===== src/rtl/jtgng_obj_pkg.sv =====
// Shared definitions for the object DMA: FSM state encoding and default sizes.
package jtgng_obj_pkg;

  typedef enum logic [1:0] {
    ST_IDLE = 2'd0,
    ST_REQ  = 2'd1,
    ST_COPY = 2'd2,
    ST_REL  = 2'd3
  } objdma_state_t;

  localparam int unsigned OBJMAX_DEF = 32'h180;
  localparam int unsigned AW_DEF     = 9;

endpackage


===== src/rtl/jtgng_objdma.sv =====
// Copies OBJMAX sprite bytes from CPU RAM into object RAM under a bus request/grant handshake.
// Optional macro JTGNG_OBJDMA_VBLANK_EN holds a request until vertical blank (LVBL low).
module jtgng_objdma
  import jtgng_obj_pkg::*;
#(
  parameter int unsigned OBJMAX = OBJMAX_DEF,
  parameter int unsigned AW     = AW_DEF
) (
  input  logic          clk,
  input  logic          rst,
  input  logic          cen6,
  input  logic          LVBL,
  input  logic          OKOUT,
  input  logic          bus_ack,
  output logic          bus_req,
  output logic [AW-1:0] dma_addr,
  input  logic [7:0]    dma_din,
  output logic [AW-1:0] obj_addr,
  output logic [7:0]    obj_data,
  output logic          obj_we,
  output logic          busy
);

  localparam logic [AW:0] LAST_ADDR = (AW+1)'(OBJMAX - 1);

  objdma_state_t st;
  logic          okout_l;
  logic          pending;
  logic          primed;   // dma_din currently holds data for dma_addr
  logic          last;     // final byte written, release on next tick
  logic [AW:0]   cnt;
  logic          ok_edge;
  logic          vb_ok;

  assign ok_edge  = OKOUT & ~okout_l;
  assign dma_addr = cnt[AW-1:0];

`ifdef JTGNG_OBJDMA_VBLANK_EN
  assign vb_ok = ~LVBL;
`else
  logic unused_lvbl;
  assign vb_ok       = 1'b1;
  assign unused_lvbl = LVBL;
`endif

  always_ff @(posedge clk or posedge rst) begin
    if (rst) begin
      st       <= ST_IDLE;
      okout_l  <= 1'b0;
      pending  <= 1'b0;
      primed   <= 1'b0;
      last     <= 1'b0;
      cnt      <= '0;
      bus_req  <= 1'b0;
      busy     <= 1'b0;
      obj_we   <= 1'b0;
      obj_addr <= '0;
      obj_data <= 8'd0;
    end else if (cen6) begin
      okout_l <= OKOUT;
      obj_we  <= 1'b0;
      // A single request can be queued while a transfer is in progress
      if (ok_edge && st != ST_IDLE) pending <= 1'b1;
      case (st)
        ST_IDLE: begin
          if ((ok_edge || pending) && vb_ok) begin
            st      <= ST_REQ;
            bus_req <= 1'b1;
            busy    <= 1'b1;
            pending <= 1'b0;
          end else if (ok_edge) begin
            pending <= 1'b1;
          end
        end
        ST_REQ: begin
          if (bus_ack) begin
            st     <= ST_COPY;
            cnt    <= '0;
            primed <= 1'b1;
            last   <= 1'b0;
          end
        end
        ST_COPY: begin
          if (last) begin
            st      <= ST_REL;
            bus_req <= 1'b0;
            last    <= 1'b0;
            primed  <= 1'b0;
          end else if (!bus_ack) begin
            // Read in flight is lost; the held address is re-read on grant
            primed <= 1'b0;
          end else if (!primed) begin
            primed <= 1'b1;
          end else begin
            obj_addr <= dma_addr;
            obj_data <= dma_din;
            obj_we   <= 1'b1;
            if (cnt == LAST_ADDR) last <= 1'b1;
            else                  cnt  <= cnt + (AW+1)'(1);
          end
        end
        ST_REL: begin
          if (!bus_ack) begin
            st   <= ST_IDLE;
            busy <= 1'b0;
          end
        end
        default: st <= ST_IDLE;
      endcase
    end
  end

endmodule


===== config.mk =====
export PLATFORM = sky130hd
export DESIGN_NAME = jtgng_objdma
export DESIGN_NICKNAME = d
export VERILOG_FILES = /design/src/rtl/jtgng_obj_pkg.sv /design/src/rtl/jtgng_objdma.sv
export SDC_FILE = /design/constraint.sdc
export NUM_CORES = 1
export LEC_CHECK = 0
export ABC_AREA = 1
export CORE_ASPECT_RATIO = 0.9
export CORE_MARGIN = 4
export CORE_UTILIZATION = 45
export DETAILED_ROUTE_END_ITERATION = 7
export PLACE_DENSITY = 0.81
export SLEW_MARGIN = 20
export SYNTH_ARGS = -nofsm -noshare
export SYNTH_HDL_FRONTEND = slang
export SYNTH_SLANG_ARGS = --single-unit

===== constraint.sdc =====
create_clock -name clk -period 1.3 [get_ports clk]
set_input_delay 0.26 -clock clk [delete_from_list [all_inputs] [get_ports clk]]
set_output_delay 0.26 -clock clk [all_outputs]
set_load 0.1 [all_outputs]

==> out/qor.csv <==
stage;metric;value;unit
drt;Detailed Route WL;5440;µm
cts;H-Tree Level Count;2;
yosys;Yosys top cell by area;dfrtp_1;
yosys;part of the Yosys area used for sequential elements;46.9;%
drt;routed length on met2;2870;µm
yosys;main combinational cell family by area after synthesis;simple AND/OR/NAND/NOR gates;
finish;share of cells above drive strength 1;35.6;%
floorplan;core area;4100;µm²
yosys;Syn Inst Count;241;
yosys;Syn Nets;260;
global_routing;vias in the first global route;1886;
outcome;failing checks;negative setup slack;
power_and_ir_drop;combinational power share;62.1;%
placed_design;Final GP Congestion;0.894;
setup_path;CP max stage delay;0.38;ns
yosys;Compound-Gate Fraction of Synth Area;8.34;%
job;maxcap violations;0;
outcome;status;finished, violations left;
floorplan;I/O Pins;43;
finish;Nets;330;
yosys;synthesized flop and latch total;36;
cts;TritonCTS Buffers;5;
finish;Area Growth Syn to Fin;63.6;%
finish;ant diodes;0;
placed_design;port bufs;41;
floorplan;starting density of the core;46.8;%
cts;CTS Sinks;36;
power_and_ir_drop;IR Drop Worst-Case VDD;1.72;mV
min_path;Tightest Hold Check Type;input port to asynchronous set/reset pin;
global_routing;first-pass GRT wire length;8800;µm
yosys;xor/xnor cell area share of the yosys netlist;0.456;%
sta;worst rel slew slack;80.0;%
finish;fin cells;360;
yosys;Synth cell types;26;
setup_path;worst path cell trace;ha_2, nand2_4, buf_6, nor2_4, nand2_2, nand2_2, nand2_1, nor2_1, nand3_1, nand2_1;
yosys;main flop type after synthesis;dfrtp_1;
cts;TritonCTS clock tree;built;
yosys;Synth top area share;46.9;%
yosys;multiplexer share of the synthesized area;0;%
setup_path;CP max-delay cell;dfrtp_1;
drt;remaining antenna violation count;0;
drt;wl on met1;2200;µm
sta;# setup viols final;34;
yosys;most common cell in the netlist;nand2_1;
global_routing;grt total ovfl;0;
power_and_ir_drop;clock power share;14.3;%
yosys;EDFF count, synth;0;
finish;number of fill cells;239;
sta;Max Slew Vio Count;0;
power_and_ir_drop;Int Pwr;3.63;mW
floorplan;cell row count;22;
sta;post-route setup slack;-0.140;ns
drt;First DRT Iteration DRCs;182;
yosys;post-synthesis area per instance;7.97;µm²
drt;Vias/cell;5.20;
setup_path;Required @ worst endpoint;1.53;ns
drt;# DRC;0;
cts;Max clock buf depth;2;
yosys;adder-cell area share of the yosys netlist;3.26;%
yosys;simple-gate share of the synthesized area;29.0;%
yosys;synth warn;0;
drt;DR pass1 iterations;4;
setup_path;CP arrival;1.67;ns
power_and_ir_drop;Psw;3.37;mW
global_routing;gr usage total;20.5;%
global_routing;initial antenna violation count;0;
placed_design;DP Wirelength;3380;µm
sta;Slew @ Worst Pin;0.300;ns
power_and_ir_drop;Reg power frac;23.6;%
placed_design;Cells after DPL;343;
floorplan;Die Area;5380;µm²
setup_path;CP top delay family;simple AND/OR/NAND/NOR gates;
placed_design;placed inst area;2830;µm²
yosys;Post-synth ARST share;100;%
floorplan;Die W;76.9;µm
power_and_ir_drop;Pleak;1.50;nW
sta;RSZ-0062 raised after global routing;true;
setup_path;Setup Crit Path Kind;register to register;
sta;Hold Vio Cnt, Final;0;
drt;met3 WL;288;µm
sta;fmax;0.694;GHz
setup_path;Worst Path Max Fanout;4;
sta;Final min period;1.44;ns
power_and_ir_drop;Net Sw Frac;48.1;%
setup_path;nature of the critical path startpoint;register;
sta;clock skew;0.0109;ns
yosys;Netlist Area Pre-Place;1920;µm²
power_and_ir_drop;PD cells;2230;nW/µm²
yosys;top cells by count, synth;78 x nand2_1, 36 x dfrtp_1, 28 x inv_1;
cts;clk slew on worst S/H paths;0.08;ns
setup_path;crit end category;register;
cts;cts hold-fix bufs;0;
yosys;top post-synthesis cells by area;dfrtp_1 47%, nand2_1 15%, inv_1 5.5%;
floorplan;DIE HEIGHT;70.0;µm
drt;Highest Signal Layer;met4;
global_routing;largest net degree at the start of global routing;24;
drt;routed vias;1871;
cts;worst-skew pair later-pin latency;0.30;ns
sta;period utilization;111;%
finish;cell area after layout;3140;µm²
drt;DR WL/cell;15.1;µm
cts;Root Driver;clkbuf_8;
setup_path;Buf+Inv Stages, Crit Path;1;
[sequential cells by signal, summed over array words and instances (netlist names)]
signal,cells
bus_req,1
obj_data,8
okout_l,1
pending,1
busy,1
cnt,10
obj_addr,9
last,1
obj_we,1
primed,1
st,2
[per-stage QoR]
step	setup slack (ns)	util, %	power [mW]	TNS, ns	hold WS (ns)
2_1_floorplan	-0.0613	-	4.19	-1.03	0.381
3_5_place_dp	-0.374	69.1	5.68	-10.43	0.489
6_report	-0.140	76.6	7.00	-3.35	0.283
4_1_cts	-0.0907	74.6	6.89	-2.12	0.293
5_1_grt	-0.245	76.6	7.27	-5.77	0.311
3_3_place_gp	-0.324	69.1	5.58	-9.21	0.477
[cell usage in the layout, fill, tap and decap left out, types with 2 or more instances in the layout]
| master | netlist | final |
|---|---|---|
| inv_2 | 2 | 4 |
| buf_12 | 0 | 31 |
| nand2_1 | 78 | 72 |
| nand4_1 | 2 | 2 |
| buf_6 | 3 | 5 |
| buf_4 | 10 | 28 |
| a21oi_1 | 2 | 2 |
| o21ai_2 | 0 | 5 |
| nor2_1 | 18 | 14 |
| nand2_4 | 1 | 2 |
| or2_4 | 0 | 2 |
| o21ai_1 | 18 | 17 |
| clkbuf_8 | 0 | 5 |
| ha_4 | 0 | 2 |
| nor2_4 | 2 | 4 |
| nand3_1 | 12 | 12 |
| ha_2 | 0 | 3 |
| dfrtp_1 | 36 | 35 |
| nand2_2 | 2 | 7 |
| o21ai_0 | 9 | 5 |
| nor2_2 | 0 | 2 |
| clkdlybuf4s50_1 | 0 | 12 |
| inv_1 | 28 | 25 |
[cell type report]
class | instances | area (µm²) | share of cell area [%]
inverter | 30 | 118 | 3.74
sequential | 36 | 902 | 28.7
multi-input combinational | 160 | 892 | 28.4
clock buffer | 5 | 68.8 | 2.19
tap | 48 | 60.1 | 1.91
clock inverter | 3 | 42.5 | 1.35
timing repair buffer | 78 | 1060 | 33.7
[kinds of logic after synthesis]
logic type | count (synthesis)
compound gates | 31
xor+xnor | 1
fa+ha+maj | 5
buf+inv | 45
flops | 36
simple gates | 123
[final timing paths]
kind	endpoint	slack (ns)	cells after the start	from
max	cnt[8]$_DFFE_PP0P_	-0.14	10	cnt[1]$_DFFE_PP0P_
min	okout_l$_DFFE_PP0P_	0.28	3	rst
max reg2reg	cnt[8]$_DFFE_PP0P_	-0.14	10	cnt[1]$_DFFE_PP0P_
min reg2reg	cnt[9]$_DFFE_PP0P_	0.51	2	cnt[9]$_DFFE_PP0P_
max in group asynchronous	cnt[2]$_DFFE_PP0P_	0.72	3	rst
min in group clk	obj_data[3]$_DFFE_PP0P_	0.50	3	dma_din[3]
[worst min-delay path: stages]
cell and delay (ns):
clkdlybuf4s50_1 0.39, inv_1 0.07, buf_4 0.22
[layer usage]
| layer | GRT usage (%) | vias to the layer above |
|---|---|---|
| met2 | 36.8 | 59 |
| met5 | 0 | - |
| met3 | 5.15 | 10 |
| li1 | - | 885 |
| met4 | 8.45 | 0 |
| met1 | 23.1 | 917 |
[power by group through the flow]
stage	clock, mW	combinational, mW	sequential [mW]
after floorplan	0	1.28	2.91
after global placement	0	3.93	1.65
after detailed placement	0	4.02	1.66
after CTS	1.00	4.24	1.65
after global routing	1.05	4.54	1.68
final	0.999	4.35	1.65
[repair_timing]
item / in CTS / in global routing
cloned: 1 / 2
setup endpoints to repair: 35 / 39
resized for setup: 18 / 13
pin swaps: 8 / 8
setup buffers: 6 / 2
Note: power is estimated with default switching activity, not from simulation.
